--- src/rtl/seq_divider_if.sv ---
// Handshake and operand/result bundle between the execute stage and the
// sequential divider. The pipeline side is the master, the divider the slave.
interface seq_divider_if #(
  parameter int DATA_W = 16
);
  logic              start;
  logic              signed_mode;
  logic [DATA_W-1:0] a;
  logic [DATA_W-1:0] b;
  logic              flush;
  logic [DATA_W-1:0] quotient;
  logic [DATA_W-1:0] remainder;
  logic              div_zero;
  logic              ready;
  logic              busy;
  logic              stall;

  modport master (
    output start, signed_mode, a, b, flush,
    input  quotient, remainder, div_zero, ready, busy, stall
  );

  modport slave (
    input  start, signed_mode, a, b, flush,
    output quotient, remainder, div_zero, ready, busy, stall
  );
endinterface

--- src/rtl/seq_divider.sv ---
// Multi-cycle radix-2 restoring divider for the execute stage.
// Works on magnitudes, applies sign correction in a final cycle, and
// reports divide-by-zero without entering the iteration loop.
//
// state | meaning
// IDLE  | waiting for start
// CALC  | one restoring step per cycle, MSB first
// FIX   | sign correction, results written
// DONE  | ready pulse; start here issues back-to-back
module seq_divider #(
  parameter int DATA_W    = 16,
  parameter bit SIGNED_EN = 1'b1
) (
  input logic          i_clk,
  input logic          i_rst,
  seq_divider_if.slave bus
);

  localparam int                CNT_W    = $clog2(DATA_W);
  localparam logic [CNT_W-1:0]  CNT_INIT = CNT_W'(DATA_W - 1);

  typedef enum logic [1:0] {
    S_IDLE = 2'd0,
    S_CALC = 2'd1,
    S_FIX  = 2'd2,
    S_DONE = 2'd3
  } state_t;

  state_t r_state;
  state_t w_next;

  logic [DATA_W-1:0] r_dvd;
  logic [DATA_W-1:0] r_bmag;
  logic [DATA_W-1:0] r_rem;
  logic [CNT_W-1:0]  r_cnt;
  logic              r_neg_q;
  logic              r_neg_r;
  logic [DATA_W-1:0] r_quot;
  logic [DATA_W-1:0] r_remd;
  logic              r_dz;

  logic              w_can_issue;
  logic              w_accept;
  logic              w_sgn;
  logic              w_a_neg;
  logic              w_b_neg;
  logic [DATA_W-1:0] w_a_mag;
  logic [DATA_W-1:0] w_b_mag;
  logic              w_b_zero;
  logic [DATA_W:0]   w_shift;
  logic [DATA_W:0]   w_diff;
  logic              w_ge;

  assign w_can_issue = (r_state == S_IDLE) || (r_state == S_DONE);
  // flush beats start: an issue in the same cycle as a flush is dropped
  assign w_accept    = w_can_issue && bus.start && !bus.flush;

  assign w_sgn    = (SIGNED_EN != 1'b0) && bus.signed_mode;
  assign w_a_neg  = w_sgn && bus.a[DATA_W-1];
  assign w_b_neg  = w_sgn && bus.b[DATA_W-1];
  // DATA_W-bit absolute value: MIN maps onto itself, which is the correct
  // unsigned magnitude 2^(DATA_W-1)
  assign w_a_mag  = w_a_neg ? (~bus.a + 1'b1) : bus.a;
  assign w_b_mag  = w_b_neg ? (~bus.b + 1'b1) : bus.b;
  assign w_b_zero = (bus.b == '0);

  // The shifted partial remainder needs one extra bit; the stored remainder
  // is always below the divisor magnitude and fits in DATA_W bits.
  assign w_shift = {r_rem, r_dvd[DATA_W-1]};
  assign w_diff  = w_shift - {1'b0, r_bmag};
  // shifted value < 2*divisor, so the difference MSB is exactly the borrow
  assign w_ge    = !w_diff[DATA_W];

  // state register
  always_ff @(posedge i_clk) begin
    if (i_rst) begin
      r_state <= S_IDLE;
    end else begin
      r_state <= w_next;
    end
  end

  // next-state decode
  always_comb begin
    w_next = r_state;
    if (bus.flush) begin
      w_next = S_IDLE;
    end else begin
      case (r_state)
        S_IDLE, S_DONE: begin
          if (bus.start) begin
            w_next = w_b_zero ? S_DONE : S_CALC;
          end else begin
            w_next = S_IDLE;
          end
        end
        S_CALC: begin
          if (r_cnt == '0) begin
            w_next = S_FIX;
          end
        end
        S_FIX: begin
          w_next = S_DONE;
        end
        default: begin
          w_next = S_IDLE;
        end
      endcase
    end
  end

  // handshake outputs and held results
  always_comb begin
    bus.ready     = (r_state == S_DONE);
    bus.busy      = (r_state == S_CALC) || (r_state == S_FIX);
    bus.stall     = w_accept || (r_state == S_CALC) || (r_state == S_FIX);
    bus.quotient  = r_quot;
    bus.remainder = r_remd;
    bus.div_zero  = r_dz;
  end

  // operand load, restoring iteration and result write-back
  always_ff @(posedge i_clk) begin
    if (i_rst) begin
      r_dvd   <= '0;
      r_bmag  <= '0;
      r_rem   <= '0;
      r_cnt   <= '0;
      r_neg_q <= 1'b0;
      r_neg_r <= 1'b0;
      r_quot  <= '0;
      r_remd  <= '0;
      r_dz    <= 1'b0;
    end else if (w_accept) begin
      r_dvd   <= w_a_mag;
      r_bmag  <= w_b_mag;
      r_rem   <= '0;
      r_cnt   <= CNT_INIT;
      r_neg_q <= w_a_neg ^ w_b_neg;
      r_neg_r <= w_a_neg;
      if (w_b_zero) begin
        r_quot <= '1;
        r_remd <= bus.a;
        r_dz   <= 1'b1;
      end
    end else if (r_state == S_CALC) begin
      r_rem <= w_ge ? w_diff[DATA_W-1:0] : w_shift[DATA_W-1:0];
      // dividend bits shift out the top while quotient bits enter the bottom
      r_dvd <= {r_dvd[DATA_W-2:0], w_ge};
      if (r_cnt != '0) begin
        r_cnt <= r_cnt - 1'b1;
      end
    end else if ((r_state == S_FIX) && !bus.flush) begin
      r_quot <= r_neg_q ? (~r_dvd + 1'b1) : r_dvd;
      r_remd <= r_neg_r ? (~r_rem + 1'b1) : r_rem;
      r_dz   <= 1'b0;
    end
  end

endmodule

--- src/flat_wrapper.sv ---
// flat-port wrapper written by rule: the top's interface ports become plain ports
module seq_divider_flat 
#(
  parameter int DATA_W    = 16,
  parameter bit SIGNED_EN = 1'b1
)
  (i_clk, i_rst, bus_start, bus_signed_mode, bus_a, bus_b, bus_flush, bus_quotient, bus_remainder, bus_div_zero, bus_ready, bus_busy, bus_stall);
  seq_divider_if #(.DATA_W(DATA_W)) bus_i ();
  input logic i_clk;
  input logic i_rst;
  input wire logic [$bits(bus_i.start)-1:0] bus_start;
  input wire logic [$bits(bus_i.signed_mode)-1:0] bus_signed_mode;
  input wire logic [$bits(bus_i.a)-1:0] bus_a;
  input wire logic [$bits(bus_i.b)-1:0] bus_b;
  input wire logic [$bits(bus_i.flush)-1:0] bus_flush;
  output wire logic [$bits(bus_i.quotient)-1:0] bus_quotient;
  output wire logic [$bits(bus_i.remainder)-1:0] bus_remainder;
  output wire logic [$bits(bus_i.div_zero)-1:0] bus_div_zero;
  output wire logic [$bits(bus_i.ready)-1:0] bus_ready;
  output wire logic [$bits(bus_i.busy)-1:0] bus_busy;
  output wire logic [$bits(bus_i.stall)-1:0] bus_stall;
  assign bus_i.start = bus_start;
  assign bus_i.signed_mode = bus_signed_mode;
  assign bus_i.a = bus_a;
  assign bus_i.b = bus_b;
  assign bus_i.flush = bus_flush;
  assign bus_quotient = bus_i.quotient;
  assign bus_remainder = bus_i.remainder;
  assign bus_div_zero = bus_i.div_zero;
  assign bus_ready = bus_i.ready;
  assign bus_busy = bus_i.busy;
  assign bus_stall = bus_i.stall;
  seq_divider #(.DATA_W(DATA_W), .SIGNED_EN(SIGNED_EN)) u_core (.i_clk(i_clk), .i_rst(i_rst), .bus(bus_i));
endmodule
--- config.mk ---
export PLATFORM = sky130hd
export DESIGN_NAME = seq_divider_flat
export DESIGN_NICKNAME = d
export VERILOG_FILES = /design/src/rtl/seq_divider_if.sv /design/src/rtl/seq_divider.sv /design/src/flat_wrapper.sv
export SDC_FILE = /design/constraint.sdc
export NUM_CORES = 1
export LEC_CHECK = 0
export ABC_CLOCK_PERIOD_IN_PS = 6900
export CAP_MARGIN = 20
export CORE_ASPECT_RATIO = 0.9
export CORE_UTILIZATION = 61
export DETAILED_ROUTE_END_ITERATION = 8
export GPL_TIMING_DRIVEN = 0
export HOLD_SLACK_MARGIN = 0.12
export PLACE_DENSITY = 0.92
export SETUP_SLACK_MARGIN = 0.4
export SYNTH_ARGS = -nofsm -noshare
export SYNTH_HDL_FRONTEND = slang
export SYNTH_SLANG_ARGS = --single-unit
--- constraint.sdc ---
create_clock -name i_clk -period 6.9 [get_ports i_clk]
set_input_delay 1.035 -clock i_clk [delete_from_list [all_inputs] [get_ports i_clk]]
set_output_delay 1.035 -clock i_clk [all_outputs]
set_load 0.005 [all_outputs]
# Word level (Yosys, flattened, before mapping)
# Index checks and enable logic that the tools add are counted.
# totals
in_bits	37
output_inout_bits	36
elab_cells	76
reg_bits	89
# classes
reduce_logical	23
n_eq_ne	6
bitwise	5
mux	26
addsub	6
# op_table
operator	n
16-bit 2-to-1 mux	15
16-bit by 1-bit adder with 16-bit output (second input constant)	4
16-bit NOT	4
17-bit by 16-bit subtractor with 17-bit output	1
16-bit logical NOT	1
4-bit 2-to-1 mux	3
2-bit 2-to-1 mux	3
2-bit one-hot mux with 3 select lines	1
2-bit nonzero test	3
2-bit OR reduction	3
1-bit logical AND	5
2-bit == test (second input constant)	2
4-bit logical NOT	1
1-bit logical OR	4
1-bit 2-to-1 mux	4
2-bit by 1-bit != test with 1-bit output (second input constant)	2
4-bit nonzero test	1
4-bit by 1-bit subtractor with 4-bit output (second input constant)	1
3-bit AND reduction	1
2-bit by 1-bit == test with 1-bit output (second input constant)	1
1-bit logical NOT	2
2-bit logical NOT	1
2-bit != test (second input constant)	1
2-bit AND reduction	1
1-bit XOR	1

# Depth between registers and ports, before layout
# logic_depth
ltp_word	6
ltp_mapped	11
ltp_nobuf	10

# Worst setup path after synthesis
# OpenSTA, ideal clock, no wires.
# synth_path
path_kind	in2out
start	in bus_start
end	out bus_stall
t_required_ns	5.865
setup_slack_ns	3.947
path_buffers	1
cell_stages	4
arrival_time_ns	1.918
cell_sequence	nand2_1 -> nor2_1 -> clkbuf_1 -> or3_1
# synth_between
elab_chain_len	4
# synth_rtl
item	line	source
start, declared	flat_wrapper.sv:11	input wire logic [$bits(bus_i.start)-1:0] bus_start;
1-bit logical AND (2 in a row)	seq_divider.sv:56	assign w_accept = w_can_issue && bus.start && !bus.flush;
1-bit logical OR (2 in a row)	seq_divider.sv:116	bus.stall = w_accept || (r_state == S_CALC) || (r_state == S_FIX);
end, declared	flat_wrapper.sv:21	output wire logic [$bits(bus_i.stall)-1:0] bus_stall;
# No other way between the ends.

# Worst setup path after layout
# Ends and elaborated chain as after synthesis.

==> results.tsv <==
stage	metric	value	unit
die	start_util	63.0	%
synthesis	synth-edff-count	0	
synthesis	syn-instance-count	722	
cells_and_area	fin_area	6820	um^2
critical_path	r2r_slack	3.94	ns
synthesis	yosysMostFrequentCell	dfxtp_1	
critical_path	crit_type	input port to primary output	
run	maxCapViolCount	0	
placement	pre_cts_slack	2.43	ns
clock_tree	clk_pin_slew	0.09	ns
clock_tree	post_cts_buffers	0	
drt	drcViolationCount	0	
global_route	grt-ovfl-total	0	
critical_path	crit_fanout	10	
clock_tree	h-tree-depth	3	
global_route	grt_use_total	35.2	%
global_route	grt_pass1_wl	27200	um
clock_tree	clk_latency	0.38	ns
worst_hold_path	hold_path_depth	2	
critical_path	start_kind	input port	
timing	skew	0.0110	ns
timing	setup_violations	0	
clock_tree	clockBufferDepth	2	
power	p_per_area	202	nW/um^2
critical_path	worstPathArrival	3.49	ns
global_route	grt_max_degree	17	
worst_hold_path	worstHoldStart	u_core.bus.remainder[2]	
global_route	antenna_found_initial	0	
synthesis	yosys.area.top_type	dfxtp_1	
timing	fin_hold_ws	0.457	ns
synthesis	syn_avg_cell_area	7.96	um^2
global_route	grt_pass1_vias	5570	
critical_path	crit_required	5.86	ns
cells_and_area	final_cells	932	
drt	antenna_left	0	
die	fp.dieH	94.1	um
synthesis	yosys-top-cells-area	dfxtp_1 31%, a211oi_1 6.0%, nor2_1 5.8%	
die	io_pins	73	
clock_tree	cts_sinks	89	
clock_tree	root_buffer	clkbuf_8	
die	placementRows	33	
run_status	status	finished clean	
timing	maxSlewViolCount	0	
cells_and_area	n_fill_cell	689	
placement	gp_congestion	0.939	
critical_path	crit_path_end_kind	primary output	
cells_and_area	nets	867	
die	dieArea	9810	um^2
die	die_x	104	um
timing	rsz0062_at_grt	false	
critical_path	reg2reg_from	u_core.r_dvd[15]	
synthesis	synth.top_cell.area_share	31.0	%
timing	worst_pin_slew	0.911	ns
timing	layout_setup_ws	2.38	ns
synthesis	syn-num-nets	784	
cells_and_area	area_growth	18.7	%
cells_and_area	insertedDiodeCount	0	
cells_and_area	drive_above_1_share	4.69	%
drt	firstDrtPassIters	7	
synthesis	synth_flop_cell	dfxtp_1	
timing	setup_tns	0	ns
worst_hold_path	hold_path_class	register to register	
clock_tree	cts_buffers	9	
timing	hold_viol	0	
drt	wire_per_inst	18.5	um
clock_tree	cts_tree	built	
die	core_area	9130	um^2
drt	routed_via_density	6.40	
drt	wirelength	17300	um
placement	dp_hpwl	13000	um
timing	fin_crit	4.52	ns
synthesis	synth_commonest_cells	89 x dfxtp_1, 88 x nor2_1, 69 x nand2_1, 61 x a21oi_1, 46 x a211oi_1	
synthesis	ys_seq_area_share	31.0	%
critical_path	timing.rr.end	u_core.r_rem[2]	
timing	slew_headroom	39.3	%
cells_and_area	ff_latch_area	1780	um^2
synthesis	ys.warnings.count	0	
timing	fin_crit_sh	65.5	%
power	power.leakage	2.50	nW
synthesis	ys_ff_latch	89	
worst_hold_path	hold-path-endpoint	u_core.bus.remainder[2]	
placement	dp.cells	916	
clock_tree	ctsHoldBuffers	0	
synthesis	synth.cell_area	5740	um^2
clock_tree	cts-resized-gates	0	
cells_and_area	multi_input_area	3660	um^2
synthesis	async_reset_ff_share	0	%
placement	numPortBuffers	72	
drt	drt_iter0_drc	545	
critical_path	r2r_cells	11	
drt	vias	5967	
timing	max_freq	221	MHz
synthesis	synth_cell_type_count	54	
power	vdd_drop_max	130	uV
placement	placed_area	6620	um^2
-- cell usage in the layout (no fill, tap or decap), types with 5 or more instances in the layout --
master | netlist | routed
nand3_1 | 12 | 12
o41ai_1 | 5 | 5
nor3_1 | 9 | 9
clkdlybuf4s50_1 | 0 | 72
xnor2_1 | 30 | 30
o31ai_1 | 10 | 10
inv_1 | 31 | 31
a31oi_1 | 8 | 8
o211ai_1 | 12 | 12
nand2b_1 | 9 | 9
ha_1 | 24 | 24
mux2i_1 | 30 | 30
nand2_1 | 69 | 69
a311oi_1 | 8 | 8
xor2_1 | 37 | 37
nor2_1 | 88 | 88
or3_1 | 7 | 7
and2_1 | 5 | 5
a211oi_1 | 46 | 46
a21oi_1 | 61 | 61
nor2b_1 | 8 | 8
clkbuf_1 | 30 | 30
dfxtp_1 | 89 | 89
clkbuf_8 | 0 | 9
o21ai_0 | 40 | 40
-- per-layer routing --
metal  track usage (%)  wire (um)  vias to the layer above
met5                 0          0                        -
li1                  -          -                     2739
met3              6.80       1650                       71
met2              58.0       8000                      355
met1              45.2       7030                     2802
met4              14.6        588                        0
-- cell type report --
| type | count | area share (%) |
|---|---|---|
| multi-input combinational | 563 | 53.7 |
| sequential | 89 | 26.1 |
| timing repair buffer | 72 | 10.6 |
| buffer | 39 | 2.72 |
| tap | 122 | 2.24 |
| clock buffer | 9 | 1.82 |
| inverter | 31 | 1.71 |
| clock inverter | 7 | 1.10 |
-- power breakdown --
group | internal, mW | switching (mW) | total (mW)
logic | 0.180 | 0.248 | 0.428
registers | 0.540 | 0.0315 | 0.572
clock network | 0.171 | 0.206 | 0.378
total | 0.892 | 0.486 | 1.38
-- worst max-delay path, stage by stage --
cell and delay (ns):
clkdlybuf4s50_1 0.49, nand2_1 0.13, nor2_1 0.68, clkbuf_1 0.46, or3_1 0.19, clkdlybuf4s50_1 0.50
-- worst max-delay path by stage --
stage	startpoint	end	slack (ns)	cells past startpoint
6_report	bus_start	bus_stall	2.38	6
3_5_place_dp	bus_start	bus_stall	2.43	6
5_1_grt	bus_start	bus_stall	2.23	6
4_1_cts	bus_start	bus_stall	2.41	6
2_1_floorplan	bus_start	bus_stall	3.95	4
3_3_place_gp	bus_start	bus_stall	2.46	6
-- logic make-up after synthesis --
family,count (synthesis),synth area share (%)
DFF,89,31.0
muxes,31,5.42
xor gates and xnor gates,67,10.2
and+or+nand+nor,235,19.4
adders and majority gates,25,5.58
AOI/OAI and AO/OA,205,23.1
buffers and inverters,70,5.25
-- state kept, by name (all words and copies together) (netlist names) --
| name | flops |
|---|---|
| u_core.bus.div_zero | 1 |
| u_core.bus.quotient | 16 |
| u_core.bus.remainder | 16 |
| u_core.r_bmag | 16 |
| u_core.r_cnt | 4 |
| u_core.r_dvd | 16 |
| u_core.r_neg_q | 1 |
| u_core.r_neg_r | 1 |
| u_core.r_rem | 16 |
| u_core.r_state | 2 |
-- through the flow --
stage / power [mW] / util (%)
4_1_cts: 1.36 / 74.7
3_3_place_gp: 0.973 / 72.5
2_1_floorplan: 0.870 / -
5_1_grt: 1.44 / 74.7
3_5_place_dp: 0.994 / 72.5
6_report: 1.38 / 74.7
No activity file was read; power rests on OpenSTA's default activity.
